$ cat config.mk
export PLATFORM = sky130hd
export DESIGN_NAME = instr_fetch_unit
export DESIGN_NICKNAME = d
export VERILOG_FILES = /design/src/rtl/fetch_pkg.sv /design/src/rtl/instr_fetch_unit_pc_reg.sv /design/src/rtl/instr_fetch_unit.sv
export SDC_FILE = /design/constraint.sdc
export NUM_CORES = 1
export LEC_CHECK = 0
export ABC_CLOCK_PERIOD_IN_PS = 1600
export CAP_MARGIN = 20
export CORE_UTILIZATION = 30
export CTS_BUF_LIST = sky130_fd_sc_hd__clkbuf_8
export DETAILED_ROUTE_END_ITERATION = 16
export PLACE_DENSITY_LB_ADDON = 0.15
export SETUP_SLACK_MARGIN = 0.02
export SYNTH_ARGS = -nofsm -noshare
export SYNTH_HDL_FRONTEND = slang
export SYNTH_SLANG_ARGS = --single-unit
$ cat constraint.sdc
create_clock -name clk -period 1.6 [get_ports clk]
set_input_delay 0.4 -clock clk [delete_from_list [all_inputs] [get_ports clk]]
set_output_delay 0.4 -clock clk [all_outputs]
set_load 0.1 [all_outputs]
$ cat src/rtl/fetch_pkg.sv
// Shared types and constants for the instruction fetch unit.
package fetch_pkg;

    typedef enum logic {
        F_IDLE = 1'b0,
        F_WAIT = 1'b1
    } fetchState_t;

    localparam logic [31:0] NOP_INSTR        = 32'h0000_0013;
    localparam logic [63:0] DEFAULT_RESET_PC = 64'h0;

endpackage

$ cat src/rtl/instr_fetch_unit_pc_reg.sv
// Program counter register with sequential / conditional-branch next-PC selection.
import fetch_pkg::*;

module pc_reg #(
    parameter int unsigned     XLEN     = 64,
    parameter logic [XLEN-1:0] RESET_PC = XLEN'(DEFAULT_RESET_PC)
) (
    input  logic            clk,
    input  logic            rst,
    input  logic            PCWrite,
    input  logic            PCWriteCond,
    input  logic            PCSrc,
    input  logic            BranchOp,
    input  logic            zero,
    input  logic [XLEN-1:0] alu_result,
    input  logic [XLEN-1:0] alu_out,
    output logic [XLEN-1:0] pc
);

    logic            taken;
    logic [XLEN-1:0] pcNext;

    // BranchOp selects BEQ (take on zero) or BNE (take on !zero).
    always_comb begin
        taken  = PCWriteCond & (zero ^ BranchOp);
        pcNext = pc;
        if (PCWrite | taken) begin
            pcNext = PCSrc ? alu_out : alu_result;
        end
    end

    always_ff @(posedge clk or negedge rst) begin
        if (!rst) begin
            pc <= RESET_PC;
        end else begin
            pc <= pcNext;
        end
    end

endmodule

$ cat src/rtl/instr_fetch_unit.sv
// Fetch stage: owns PC and IR, fetches over a req/ack handshake to instruction memory.
// Optional ack watchdog enabled by defining IMEM_TIMEOUT_EN.
import fetch_pkg::*;

module instr_fetch_unit #(
    parameter int unsigned     XLEN        = 64,
    parameter logic [XLEN-1:0] RESET_PC    = XLEN'(DEFAULT_RESET_PC),
    parameter int unsigned     TIMEOUT_CYC = 255
) (
    input  logic            clk,
    input  logic            rst,
    input  logic            PCWrite,
    input  logic            PCWriteCond,
    input  logic            PCSrc,
    input  logic            BranchOp,
    input  logic            zero,
    input  logic [XLEN-1:0] alu_result,
    input  logic [XLEN-1:0] alu_out,
    input  logic            LoadIR,
    output logic            imem_req,
    output logic [XLEN-1:0] imem_addr,
    input  logic [31:0]     imem_rdata,
    input  logic            imem_ack,
    output logic [XLEN-1:0] pc,
    output logic [31:0]     instruction,
    output logic            instr_valid,
    output logic            fetch_stall,
    output logic            fetch_err
);

    if (TIMEOUT_CYC < 1) begin : gBadTimeout
        $error("TIMEOUT_CYC must be at least 1");
    end

    fetchState_t     state, stateNext;
    logic            reqNext, validNext, stallNext;
    logic [XLEN-1:0] addrNext;
    logic [31:0]     irNext;

    pc_reg #(
        .XLEN     (XLEN),
        .RESET_PC (RESET_PC)
    ) uPcReg (
        .clk         (clk),
        .rst         (rst),
        .PCWrite     (PCWrite),
        .PCWriteCond (PCWriteCond),
        .PCSrc       (PCSrc),
        .BranchOp    (BranchOp),
        .zero        (zero),
        .alu_result  (alu_result),
        .alu_out     (alu_out),
        .pc          (pc)
    );

`ifdef IMEM_TIMEOUT_EN
    localparam int unsigned CNT_W = $clog2(TIMEOUT_CYC + 1);

    logic [CNT_W-1:0] waitCnt, waitCntNext;
    logic             errNext;
`endif

    // Next-state and next-register values; everything holds unless a transition fires.
    always_comb begin
        stateNext = state;
        reqNext   = imem_req;
        addrNext  = imem_addr;
        irNext    = instruction;
        validNext = instr_valid;
        stallNext = fetch_stall;
`ifdef IMEM_TIMEOUT_EN
        waitCntNext = waitCnt;
        errNext     = fetch_err;
`endif
        case (state)
            F_IDLE: begin
                if (LoadIR) begin
                    stateNext = F_WAIT;
                    reqNext   = 1'b1;
                    addrNext  = pc;
                    validNext = 1'b0;
                    stallNext = 1'b1;
`ifdef IMEM_TIMEOUT_EN
                    waitCntNext = '0;
`endif
                end
            end
            F_WAIT: begin
                if (imem_ack) begin
                    stateNext = F_IDLE;
                    reqNext   = 1'b0;
                    irNext    = imem_rdata;
                    validNext = 1'b1;
                    stallNext = 1'b0;
                end
`ifdef IMEM_TIMEOUT_EN
                else if (waitCnt == CNT_W'(TIMEOUT_CYC - 1)) begin
                    // Watchdog: retire a NOP so the control unit can make progress.
                    stateNext = F_IDLE;
                    reqNext   = 1'b0;
                    irNext    = NOP_INSTR;
                    validNext = 1'b1;
                    stallNext = 1'b0;
                    errNext   = 1'b1;
                end else begin
                    waitCntNext = waitCnt + CNT_W'(1);
                end
`endif
            end
            default: stateNext = F_IDLE;
        endcase
    end

    always_ff @(posedge clk or negedge rst) begin
        if (!rst) begin
            state       <= F_IDLE;
            imem_req    <= 1'b0;
            imem_addr   <= '0;
            instruction <= '0;
            instr_valid <= 1'b0;
            fetch_stall <= 1'b0;
        end else begin
            state       <= stateNext;
            imem_req    <= reqNext;
            imem_addr   <= addrNext;
            instruction <= irNext;
            instr_valid <= validNext;
            fetch_stall <= stallNext;
        end
    end

`ifdef IMEM_TIMEOUT_EN
    always_ff @(posedge clk or negedge rst) begin
        if (!rst) begin
            waitCnt   <= '0;
            fetch_err <= 1'b0;
        end else begin
            waitCnt   <= waitCntNext;
            fetch_err <= errNext;
        end
    end
`else
    assign fetch_err = 1'b0;
`endif

endmodule

Yosys cells after proc, flatten, opt, wreduce, memory -nomap -nowiden
Cells that the tools add are included.
{ "word_totals": {"register_bits": 163, "output_inout_bits": 164} }
{ "op_classes": {"n_mux": 10, "bitwise": 4, "n_eq_ne": 2, "reduce_logical": 3} }
{ "ops": {"columns": ["op", "count"], "rows": [
  ["$mux 64", 1],
  ["$mux 1", 6],
  ["$pmux 1 s2", 3],
  ["$reduce_and 2->1", 3],
  ["$ne 2x2->1 const B", 2],
  ["$and 1x1->1", 1],
  ["$not 1->1", 1],
  ["$or 1x1->1", 1],
  ["$xor 1x1->1", 1]
]} }

Depth between registers and ports, before layout
{ "depth": {"word_depth": 3, "depth_mapped": 5, "depth_no_buf": 3} }

By module
A second synthesis with hierarchy kept.
{ "unflattened": {"cells_unflattened": 503, "area_unflattened_um2": 7531.0} }
{ "by_module_without_submodules": {"columns": ["module", "cells_per_inst", "area_each_um2", "n_inst"], "rows": [
  ["instr_fetch_unit", 217, 4017.6, 1],
  ["pc_reg", 286, 3513.4, 1]
]} }

Worst setup path before layout
Ideal clock, no wire load.
{ "synth_timing": {"path_kind": "register -> output", "start": "register fetch_stall (netlist name)", "end": "output imem_req", "slack_ns": -0.140, "path_stages_with_launch": 2, "arrival_ns": 1.340, "n_path_buf": 1, "cell_sequence": "dfrtp_1 buf_4"} }
{ "synth_rtl": {"columns": ["element", "line_no", "rtl"], "rows": [
  ["end, declared", "instr_fetch_unit.sv:20", "output logic imem_req,"]
]} }

==> results.ini <==
[outcome]
run_status = finished clean

[synth]
synthDistinctLibCells = 20
yosysWarnings = 0
synth_edf_count = 0
ys_top_cells_by_area = dfrtp_1 56%, a22oi_2 10%, mux2_2 9.0%
syn_inst = 500
synth_flop_cell = dfrtp_1
synth_top_area_share_pct = 56.2
syn_area_per_cell_um2 = 14.5
yosysTopAreaCell = dfrtp_1
syn-cell-area_um2 = 7260
async_flop_share_pct = 100
yosysSeqAreaShare_pct = 56.2
synth-seq-cells = 163
synth.most_common_cell = dfrtp_1
synth_commonest_cells = 163 x dfrtp_1, 65 x nor2_1, 64 x mux2i_1, 60 x a22oi_2, 58 x mux2_2
synthesis.nets = 669

[global_routing]
overflow = 0
grt_pass1_vias = 5915
grt_start_max_net_pins = 48
grt_usage_pct = 18.0
antenna_found_initial = 0
grt_pass1_wl_um = 33400

[finish]
layout-drive-gt1-share_pct = 45.0
final_util_pct = 55.8
n_antenna_cell = 0
nets = 1013
area_growth_pct = 81.4

[die]
chipWidth_um = 158
io_pins = 333
rows = 56
core_region_area_um2 = 23600
initial_core_util_pct = 30.8
die_y_um = 158
die_area_um2 = 24800

[sta]
post-route-period-util_pct = 94.3
hold_violations = 0
worstMarginPinSlew_ns = 0.518
clock_skew_ns = 0.0141
fin_crit_ns = 1.51
slew_headroom_pct = 65.5
setup_viol = 0
slew_viol_final = 0
rsz0062_at_grt = no
finalSetupTns_ns = 0
hold_slack_ns = 0.433
timing.fmax_mhz = 663

[worst_setup_path]
critPathTopFamily = flip-flops
cp_cell_sequence = buf_12
cp_max_fo = 3
cp-end-kind = primary output
worstPathRequired_ns = 1.20
cp_num_buf_inv = 1
critPathArrivalTime_ns = 1.11
critPathKind = reg2out
start_kind = register
slowest_stage = dfrtp_2
max_stage_delay_ns = 0.47

[clock_tree]
path_clk_slew_ns = 0.10
clk_latency_ns = 0.46
htree_levels = 4
cts.sinks = 163
cts_buffer_depth = 2
cts_tree = yes
cts_made_buffers = 17
cts_root_buf = clkbuf_8

[detailed_routing]
vias = 5396
wl_per_cell_um = 18.7
wl_met1_um = 8230
drtIter0Drc = 170
ant_nets = 0
first_pass_iters = 4
highest_layer = met4
routed_via_density = 4.59
wl_met2_um = 12000
finalWirelength_um = 22000
wl_met3_um = 1490
route.detailed.drc = 0

[flow_run]
drv_cap = 0

[power_and_ir_drop]
ir_worst_vdd_v = 0.000737
power_leakage_nw = 5.67
power_density_nw_per_um2 = 1740
p_total_mw = 22.9

[placement]
gp_congestion = 0.763
port-buffer-count = 331
hpwl_um = 16600

[hold_path]
min_path_type = in2reg

==> layer usage <==
metal	vias to the layer above	GRT usage, %
met4	0	4.95
met3	18	5.67
met2	188	32.7
li1	2482	-
met5	-	0
met1	2708	20.2
==> kinds of logic (layout without fill, tap and decap cells) <==
logic type	after synthesis	count (layout)	synth area share [%]
other cells	1	1	0.0516
compound gates	68	68	11.1
mux	160	160	25.3
xor+xnor	1	1	0.121
buf+inv	39	396	3.67
flops	163	163	56.2
simple gates	68	68	3.62
==> repair_timing <==
action                                  4_1_cts  5_1_grt
hold endpoints to repair                     35        0
hold buffers                                  1        0
gates resized for setup                       0        3
buffers inserted                              0        1
endpoints found under the setup margin        0        4
==> cell usage in the layout, fill, tap and decap left out <==
| cell | n |
|---|---|
| buf_12 | 175 |
| clkdlybuf4s50_1 | 165 |
| dfrtp_1 | 159 |
| nor2_1 | 65 |
| mux2i_1 | 64 |
| a22oi_2 | 60 |
| mux2_2 | 58 |
| mux2_4 | 30 |
| buf_4 | 21 |
| clkbuf_8 | 18 |
| mux2_1 | 8 |
| inv_6 | 6 |
| a22oi_1 | 4 |
| dfrtp_2 | 4 |
| o21a_1 | 2 |
| clkinv_4 | 2 |
| inv_8 | 2 |
| bufinv_16 | 2 |
| nand2_2 | 1 |
| nor2b_4 | 1 |
| xor2_1 | 1 |
| a21o_4 | 1 |
| nand2_4 | 1 |
| a21oi_1 | 1 |
| conb_1 | 1 |
| clkinvlp_4 | 1 |
| clkinv_2 | 1 |
| dlygate4sd3_1 | 1 |
| buf_6 | 1 |
| buf_2 | 1 |
==> through the flow <==
stage / std cells / cell area (um2) / worst slack (ns)
3_5_place_dp: 1142 / 12700 / -0.329
2_1_floorplan: 500 / 7260 / 0.154
4_1_cts: 1175 / 13200 / 0.0433
6_report: 1176 / 13200 / 0.0910
3_3_place_gp: 1142 / 12700 / -0.280
5_1_grt: 1176 / 13200 / 0.0219
==> path summary, 6_finish.rpt <==
kind                                            from                        end  slack, ns  cells past startpoint
setup / recovery             fetch_stall$_DFFE_PN0P_                   imem_req       0.09                      1
hold / removal                                 PCSrc  uPcReg.pc[32]$_DFFE_PN0P_       0.43                      3
setup reg to reg                     state$_DFF_PN0_  imem_addr[52]$_DFFE_PN0P_       0.16                      3
hold reg to reg            imem_addr[44]$_DFFE_PN0P_  imem_addr[44]$_DFFE_PN0P_       0.57                      1
max in group asynchronous                        rst  uPcReg.pc[44]$_DFFE_PN0P_       0.57                      3
min in group asynchronous                        rst  imem_addr[20]$_DFFE_PN0P_       0.47                      2
==> worst min-delay path, stage by stage <==
cell and delay (ns):
buf_4 0.16, mux2i_1 0.18, a22oi_2 0.10
==> power breakdown <==
part | switching [mW] | internal [mW]
Sequential | 1.12 | 5.06
Combinational | 8.50 | 5.06
Clock | 1.69 | 1.48
==> cell type report <==
class | count | area (um2)
clock buffer | 18 | 248
clock inverter | 14 | 165
fill | 1931 | 10400
multi-input combinational | 298 | 2940
sequential | 163 | 4080
tap | 319 | 399
timing repair buffer | 364 | 5340
(Power assumes the default switching activity.)
